File: src/rtl/uart8.sv
// uart8: full-duplex 8N1 UART (1 start bit, 8 data bits LSB first, 1 stop bit, line idles high).
//
// Ports:
//   clk_i        system clock, rising edge
//   rst_i        asynchronous active-high reset
//   rx_en_i      receiver enable; low forces RX to idle
//   rx_in_i      serial input (asynchronous, synchronised internally)
//   rx_busy_o    high while a confirmed frame is being received
//   rx_done_o    one-clk pulse: new byte on rx_out_o
//   rx_err_o     one-clk pulse: stop bit sampled low
//   rx_out_o     last good received byte
//   tx_en_i      transmitter enable; low forces TX to idle and tx_out_o high
//   tx_start_i   level request; frames are sent back-to-back while high
//   tx_in_i      byte to send, latched when a frame starts
//   tx_busy_o    high from start bit through stop bit
//   tx_done_o    one-clk pulse after the stop bit
//   tx_out_o     serial output
module uart8 #(
  parameter int unsigned CLOCK_RATE = 12000000,
  parameter int unsigned BAUD_RATE  = 9600
) (
  input  logic       clk_i,
  input  logic       rst_i,
  input  logic       rx_en_i,
  input  logic       rx_in_i,
  output logic       rx_busy_o,
  output logic       rx_done_o,
  output logic       rx_err_o,
  output logic [7:0] rx_out_o,
  input  logic       tx_en_i,
  input  logic       tx_start_i,
  input  logic [7:0] tx_in_i,
  output logic       tx_busy_o,
  output logic       tx_done_o,
  output logic       tx_out_o
);

  localparam int unsigned TxDiv  = CLOCK_RATE / BAUD_RATE;
  localparam int unsigned RxDiv  = CLOCK_RATE / (16 * BAUD_RATE);
  localparam int unsigned TxCntW = $clog2(TxDiv + 1);
  localparam int unsigned RxCntW = $clog2(RxDiv + 1);

  typedef enum logic [1:0] {StIdle, StStart, StData, StStop} state_e;

  // ---------------- Transmitter ----------------
  state_e              tx_state_q, tx_state_d;
  logic [TxCntW-1:0]   tx_cnt_q, tx_cnt_d;
  logic [7:0]          tx_shift_q, tx_shift_d;
  logic [2:0]          tx_bit_q, tx_bit_d;
  logic                tx_done_q, tx_done_d;
  logic                tx_tick;

  assign tx_tick = (tx_cnt_q == TxCntW'(TxDiv - 1));

  always_ff @(posedge clk_i or posedge rst_i) begin
    if (rst_i) begin
      tx_state_q <= StIdle;
      tx_cnt_q   <= '0;
      tx_shift_q <= '0;
      tx_bit_q   <= '0;
      tx_done_q  <= 1'b0;
    end else begin
      tx_state_q <= tx_state_d;
      tx_cnt_q   <= tx_cnt_d;
      tx_shift_q <= tx_shift_d;
      tx_bit_q   <= tx_bit_d;
      tx_done_q  <= tx_done_d;
    end
  end

  always_comb begin
    tx_state_d = tx_state_q;
    tx_shift_d = tx_shift_q;
    tx_bit_d   = tx_bit_q;
    tx_done_d  = 1'b0;
    tx_cnt_d   = tx_tick ? '0 : tx_cnt_q + 1'b1;
    if (!tx_en_i) begin
      tx_state_d = StIdle;
      tx_cnt_d   = '0;
    end else begin
      unique case (tx_state_q)
        StIdle: begin
          if (tx_start_i) begin
            tx_state_d = StStart;
            tx_shift_d = tx_in_i;
            tx_cnt_d   = '0;  // start bit gets a full bit time
          end
        end
        StStart: begin
          if (tx_tick) begin
            tx_state_d = StData;
            tx_bit_d   = '0;
          end
        end
        StData: begin
          if (tx_tick) begin
            tx_shift_d = {1'b0, tx_shift_q[7:1]};
            tx_bit_d   = tx_bit_q + 1'b1;
            if (tx_bit_q == 3'd7) tx_state_d = StStop;
          end
        end
        StStop: begin
          if (tx_tick) begin
            tx_done_d = 1'b1;
            // Held request chains straight into the next start bit.
            if (tx_start_i) begin
              tx_state_d = StStart;
              tx_shift_d = tx_in_i;
            end else begin
              tx_state_d = StIdle;
            end
          end
        end
        default: tx_state_d = StIdle;
      endcase
    end
  end

  // Gated by tx_en_i so an abort drives the line high in the same cycle.
  always_comb begin
    tx_out_o = 1'b1;
    if (tx_en_i) begin
      case (tx_state_q)
        StStart: tx_out_o = 1'b0;
        StData:  tx_out_o = tx_shift_q[0];
        default: tx_out_o = 1'b1;
      endcase
    end
  end

  assign tx_busy_o = tx_en_i && (tx_state_q != StIdle);
  assign tx_done_o = tx_en_i && tx_done_q;

  // ---------------- Receiver ----------------
  state_e              rx_state_q, rx_state_d;
  logic [1:0]          rx_sync_q;
  logic [RxCntW-1:0]   rx_cnt_q, rx_cnt_d;
  logic [3:0]          rx_os_q, rx_os_d;
  logic [2:0]          rx_bit_q, rx_bit_d;
  logic [7:0]          rx_shift_q, rx_shift_d;
  logic [7:0]          rx_out_q, rx_out_d;
  logic                rx_done_q, rx_done_d;
  logic                rx_err_q, rx_err_d;
  logic                rx_tick;
  logic                rx_line;

  assign rx_tick = (rx_cnt_q == RxCntW'(RxDiv - 1));
  assign rx_line = rx_sync_q[1];

  always_ff @(posedge clk_i or posedge rst_i) begin
    if (rst_i) begin
      rx_state_q <= StIdle;
      rx_sync_q  <= 2'b11;
      rx_cnt_q   <= '0;
      rx_os_q    <= '0;
      rx_bit_q   <= '0;
      rx_shift_q <= '0;
      rx_out_q   <= '0;
      rx_done_q  <= 1'b0;
      rx_err_q   <= 1'b0;
    end else begin
      rx_state_q <= rx_state_d;
      rx_sync_q  <= {rx_sync_q[0], rx_in_i};
      rx_cnt_q   <= rx_cnt_d;
      rx_os_q    <= rx_os_d;
      rx_bit_q   <= rx_bit_d;
      rx_shift_q <= rx_shift_d;
      rx_out_q   <= rx_out_d;
      rx_done_q  <= rx_done_d;
      rx_err_q   <= rx_err_d;
    end
  end

  always_comb begin
    rx_state_d = rx_state_q;
    rx_os_d    = rx_os_q;
    rx_bit_d   = rx_bit_q;
    rx_shift_d = rx_shift_q;
    rx_out_d   = rx_out_q;
    rx_done_d  = 1'b0;
    rx_err_d   = 1'b0;
    rx_cnt_d   = rx_tick ? '0 : rx_cnt_q + 1'b1;
    if (!rx_en_i) begin
      rx_state_d = StIdle;
      rx_cnt_d   = '0;
    end else begin
      unique case (rx_state_q)
        StIdle: begin
          if (!rx_line) begin
            rx_state_d = StStart;
            rx_os_d    = '0;
          end
        end
        StStart: begin
          if (rx_tick) begin
            rx_os_d = rx_os_q + 1'b1;
            // Half a bit in: still low means a real start bit, else a glitch.
            if (rx_os_q == 4'd7) begin
              rx_os_d    = '0;
              rx_bit_d   = '0;
              rx_state_d = rx_line ? StIdle : StData;
            end
          end
        end
        StData: begin
          if (rx_tick) begin
            rx_os_d = rx_os_q + 1'b1;  // wraps 15 -> 0 at each bit centre
            if (rx_os_q == 4'd15) begin
              rx_shift_d = {rx_line, rx_shift_q[7:1]};
              rx_bit_d   = rx_bit_q + 1'b1;
              if (rx_bit_q == 3'd7) rx_state_d = StStop;
            end
          end
        end
        StStop: begin
          if (rx_tick) begin
            rx_os_d = rx_os_q + 1'b1;
            if (rx_os_q == 4'd15) begin
              rx_state_d = StIdle;
              if (rx_line) begin
                rx_out_d  = rx_shift_q;
                rx_done_d = 1'b1;
              end else begin
                rx_err_d = 1'b1;
              end
            end
          end
        end
        default: rx_state_d = StIdle;
      endcase
    end
  end

  assign rx_busy_o = rx_en_i && ((rx_state_q == StData) || (rx_state_q == StStop));
  assign rx_done_o = rx_en_i && rx_done_q;
  assign rx_err_o  = rx_en_i && rx_err_q;
  assign rx_out_o  = rx_out_q;

endmodule

File: config.mk
export PLATFORM = sky130hd
export DESIGN_NAME = uart8
export DESIGN_NICKNAME = d
export VERILOG_FILES = /design/src/rtl/uart8.sv
export SDC_FILE = /design/constraint.sdc
export NUM_CORES = 1
export LEC_CHECK = 0
export BUFFER_PORTS_ARGS = -buffer_cell sky130_fd_sc_hd__buf_2
export CORE_ASPECT_RATIO = 0.7
export CORE_UTILIZATION = 63
export CTS_CLUSTER_DIAMETER = 80
export DETAILED_ROUTE_END_ITERATION = 10
export HOLD_SLACK_MARGIN = 0.02
export PLACE_DENSITY = 0.88
export SLEW_MARGIN = 10
export SYNTH_ARGS = -nofsm -noshare
export SYNTH_HDL_FRONTEND = slang
export SYNTH_SLANG_ARGS = --single-unit
File: constraint.sdc
create_clock -name clk_i -period 3.1 [get_ports clk_i]
set_clock_uncertainty 0.05 [all_clocks]
set_input_delay 0.155 -clock clk_i [delete_from_list [all_inputs] [get_ports clk_i]]
set_output_delay 0.155 -clock clk_i [all_outputs]
set_load 0.05 [all_outputs]
==> implementation parameters <==
Parameter                              Value

STA
  Setup repair after global routing missed its margin ... false
  Max-slew headroom at the worst pin ... 63.42%
  Final min period ... 2.342 ns
  Part of the cycle the worst path needs ... 75.54%
  Accumulated negative setup slack ... 0 ns
  Slew @ Worst Pin ... 0.5487 ns
  Setup violation total in the final timing report ... 0
  Fmax ... between 0.4 and 0.5 GHz
  Final count of pins violating max slew ... 0
  Final hold vios ... 0
  Min setup slack post-route ... roughly 0.76 ns

Detailed routing
  Sum of routed wire length over all layers ... 5531 um
  DRT iter0 DRCs ... 215
  DRT antenna net count ... 0
  Post-detailed-route wirelength per cell ... 15.99 um
  Number of vias in the routed layout ... 2039
  Residual DRC count ... 6
  First-pass iteration count of the detailed router ... 8
  Detail-routed via count per cell ... 5.893

Outcome
  Failing checks ... design-rule violations
  Status ... finished, violations left

Final layout
  # nets final ... 314
  P&R area growth vs syn ... 14.93%
  Fraction of layout instances using a drive strength above 1 ... 30.93%
  Post-Route Utilization ... 77.40%
  Non-filler cells, final ... 346
  Filler cells ... 274
  Number of antenna diodes ... 0

Yosys
  Dominant cell type by area after synthesis ... dfrtp_1
  Most frequent cell after synthesis ... dfrtp_1
  Share of async-settable or async-resettable flops after synthesis ... 100.0%
  Nets in the synthesized netlist ... roughly 280
  Number of enable flip-flop cells after synthesis ... 0
  Number of flip-flops and latches in the synthesized netlist ... 61
  Commonest register cell after synthesis ... dfrtp_1
  Post-synthesis instance area ... 0.002983 mm2
  Instance count of the mapped netlist ... 254
  Count of warnings emitted by yosys ... 0
  Synth top area cells ... dfrtp_1 49%, mux2_2 13%, ha_1 5.9%
  Seq/Total Area, Yosys ... 51.26%
  Per-instance average area after synthesis ... about 12 um2
  Share of the synthesized area in the top cell type ... 49.50%
  Cell types with the highest counts after synthesis ... 59 x dfrtp_1, 35 x mux2_2, 21 x nor2_1, 15 x nand2_1, 14 x ha_1
  Number of distinct library cells after synthesis ... 46

Clock network
  Number of clock sinks seen by CTS ... 61
  Maximum clock insertion buffer count ... 2
  Number of H-tree levels ... 3
  Clock tree root buffer cell ... clkbuf_8
  Number of buffers added by the clock tree synthesis step ... 9
  Cts repair resizes ... 0
  TritonCTS clock tree ... built
  Clock-pin slew on the worst setup and hold paths ... 0.07 ns
  Worst-skew pair later-pin latency ... 0.35 ns

Worst hold path
  Hold Crit Depth ... 3
  End of the worst hold path ... tx_state_q[0]
  Startpoint of the most critical hold path ... tx_en_i
  Kind of path behind the tightest hold check ... in -> reg

Global route
  Wire length of the first global-routing pass ... ~9400 um
  Total congestion overflow ... 0
  Initial antenna violation count ... 0
  Overall fraction of global-route tracks in use ... 25.29%
  Via count of the first global-routing pass ... between 1500 and 2000
  Largest net degree at the start of global routing ... 45

Floorplanning
  Horiz. Die Dim ... 84.24 um
  Area of the die ... 0.005018 mm2
  Core Box Area ... 0.004429 mm2
  Standard-cell row count ... 20
  Chip height ... 59.57 um
  Starting Density ... 67.34%
  Number of ports placed on the die boundary ... 28

Worst setup path
  Register-to-register setup slack ... approximately 0.76 ns
  Cell type group with the largest total delay on the critical path ... simple AND/OR/NAND/NOR gates
  Critical path buffer and inverter count ... 1
  Worst stage delay on the critical path ... 0.49 ns
  CP cell instances ... inv_1, ha_1, or4bb_1, nor3_1, o21ba_2, mux2_2
  Start point of the critical path ... tx_cnt_q[1]
  CP Class ... reg -> reg
  Critical path arrival ... between 2 and 3 ns
  Reg2reg end ... tx_shift_q[2]
  Required time at the endpoint of the critical path ... 3.28 ns
  Critical-path cell with the highest stage delay ... or4bb_1
  R2r startpoint ... tx_cnt_q[1]
  Largest fanout on the critical path ... 8
  Reg2Reg Depth ... 6
  Crit. End Element ... flip-flop
  Category of the worst setup path launch point ... flip-flop

Power and ir drop
  Static Leakage ... between 1.5 and 2 nW
  IR drop worst, VDD ... 0.0004511 V
  Sw Ratio ... 27.09%
  Clk pwr share ... ~40%
  Internal power ... 0.001699 W
  Fraction of power consumed by combinational cells ... 18.9%
  Power per cell area ... 679.7 mW/mm2
  Share of power burned in registers ... 41.1%
  P_sw ... 0.0006312 W

Placed design
  Number of input and output port buffers inserted ... 27
  Post-placement cell count ... ~330
  Post-DP HPWL ... around 3700 um
  Worst slack, placed ... 0.8036 ns
  Final weighted congestion in routability-driven placement ... 0.8530

Flow run
  Reported max-cap violation count ... 0
==> per-stage QoR <==
stage | total power (W) | hold slack, ns | cell area [um2]
6_report | 0.002330 | 0.08802 | 3428
5_1_grt | 0.002433 | 0.09776 | 3428
4_1_cts | 0.002341 | 0.06740 | 3428
3_5_place_dp | 0.001398 | 0.1002 | 3146
3_3_place_gp | 0.001369 | 0.09792 | 3146
2_1_floorplan | 0.001304 | 0.1095 | 2983
==> tightest hold or removal path: cells and delay by family <==
kind	cells	cell delay (ns)
buffers and inverters	1	0.16
AO/OA/AOI/OAI	2	0.13
==> worst max-delay path by stage <==
stage / endpoint / cells after the start
6_report: tx_shift_q[2] / 6
5_1_grt: tx_shift_q[0] / 6
4_1_cts: tx_shift_q[2] / 6
3_5_place_dp: tx_shift_q[4] / 6
3_3_place_gp: tx_shift_q[1] / 6
2_1_floorplan: tx_shift_q[0] / 7
==> layout make-up <==
type | count | area (um2) | share of cell area (%)
tap | 55 | 68.82 | 2.007
sequential | 61 | 1529 | 44.60
clock buffer | 10 | 127.6 | 3.723
clock inverter | 6 | 135.1 | 3.942
timing repair buffer | 31 | 170.2 | 4.963
inverter | 11 | 41.29 | 1.204
multi-input combinational | 172 | 1356 | 39.56
==> per-layer routing <==
layer | wire length, um | part of all wire (%) | GRT usage (%)
met1 | 2745 | 50 | 35.73
met2 | 2385 | 43 | 36.77
met3 | 347 | 6.3 | 10.03
met4 | 52 | 0.94 | 6.404
met5 | 0 | 0 | 0
==> repair_timing <==
item	CTS	global route
hold buffers	2	0
setup buffers	0	0
hold endpoints to repair	18	0
==> cells in the final DEF, fill, tap and decap left out, types with 2 or more instances in the layout <==
cell,netlist,routed
nor2b_1,3,3
nor2_1,21,21
and2_1,5,5
o21ai_0,2,2
dlygate4sd3_1,0,2
and3_1,4,4
o211ai_1,2,2
nand2b_1,2,2
mux2_2,35,35
nand2_1,15,15
dfstp_2,2,2
clkinvlp_4,0,2
ha_1,14,14
bufinv_16,0,4
a211oi_1,2,2
mux2i_1,3,3
dfrtp_1,59,59
nand3_1,9,9
clkbuf_8,0,9
a21o_1,2,2
buf_2,2,27
xor2_1,8,8
a22o_1,5,5
inv_1,11,10
nor3_1,7,7
xnor2_1,6,6
buf_4,0,2
nand4_1,5,5
or2_2,2,2
a211o_1,2,2
==> registers in the layout, summed over array words and instances, names as in the netlist <==
name / cells
tx_cnt_q: 11
tx_bit_q: 3
rx_shift_q: 8
rx_out_o: 8
rx_done_q: 1
tx_state_q: 2
rx_cnt_q: 7
rx_os_q: 4
rx_err_q: 1
tx_shift_q: 8
tx_done_q: 1
rx_bit_q: 3
rx_sync_q: 2
rx_state_q: 2
==> power groups by stage <==
| stage | Combinational, W | Sequential (W) | Clock [W] |
|---|---|---|---|
| 2_1_floorplan | 0.000358 | 0.000946 | 0 |
| 3_3_place_gp | 0.000408 | 0.000961 | 0 |
| 5_1_grt | 0.000482 | 0.000967 | 0.000984 |
| 3_5_place_dp | 0.000428 | 0.000970 | 0 |
| 4_1_cts | 0.000438 | 0.000955 | 0.000948 |
| 6_report | 0.000440 | 0.000957 | 0.000933 |
==> logic make-up after synthesis <==
family / Yosys count / share of synthesized area, %
flops: 61 / 51.26
xor+xnor: 14 / 4.111
simple gates: 82 / 14.89
fa+ha+maj: 14 / 5.873
buf+inv: 21 / 3.272
mux: 38 / 14.22
compound gates: 24 / 6.376
Power figures use the tool's default switching activity.
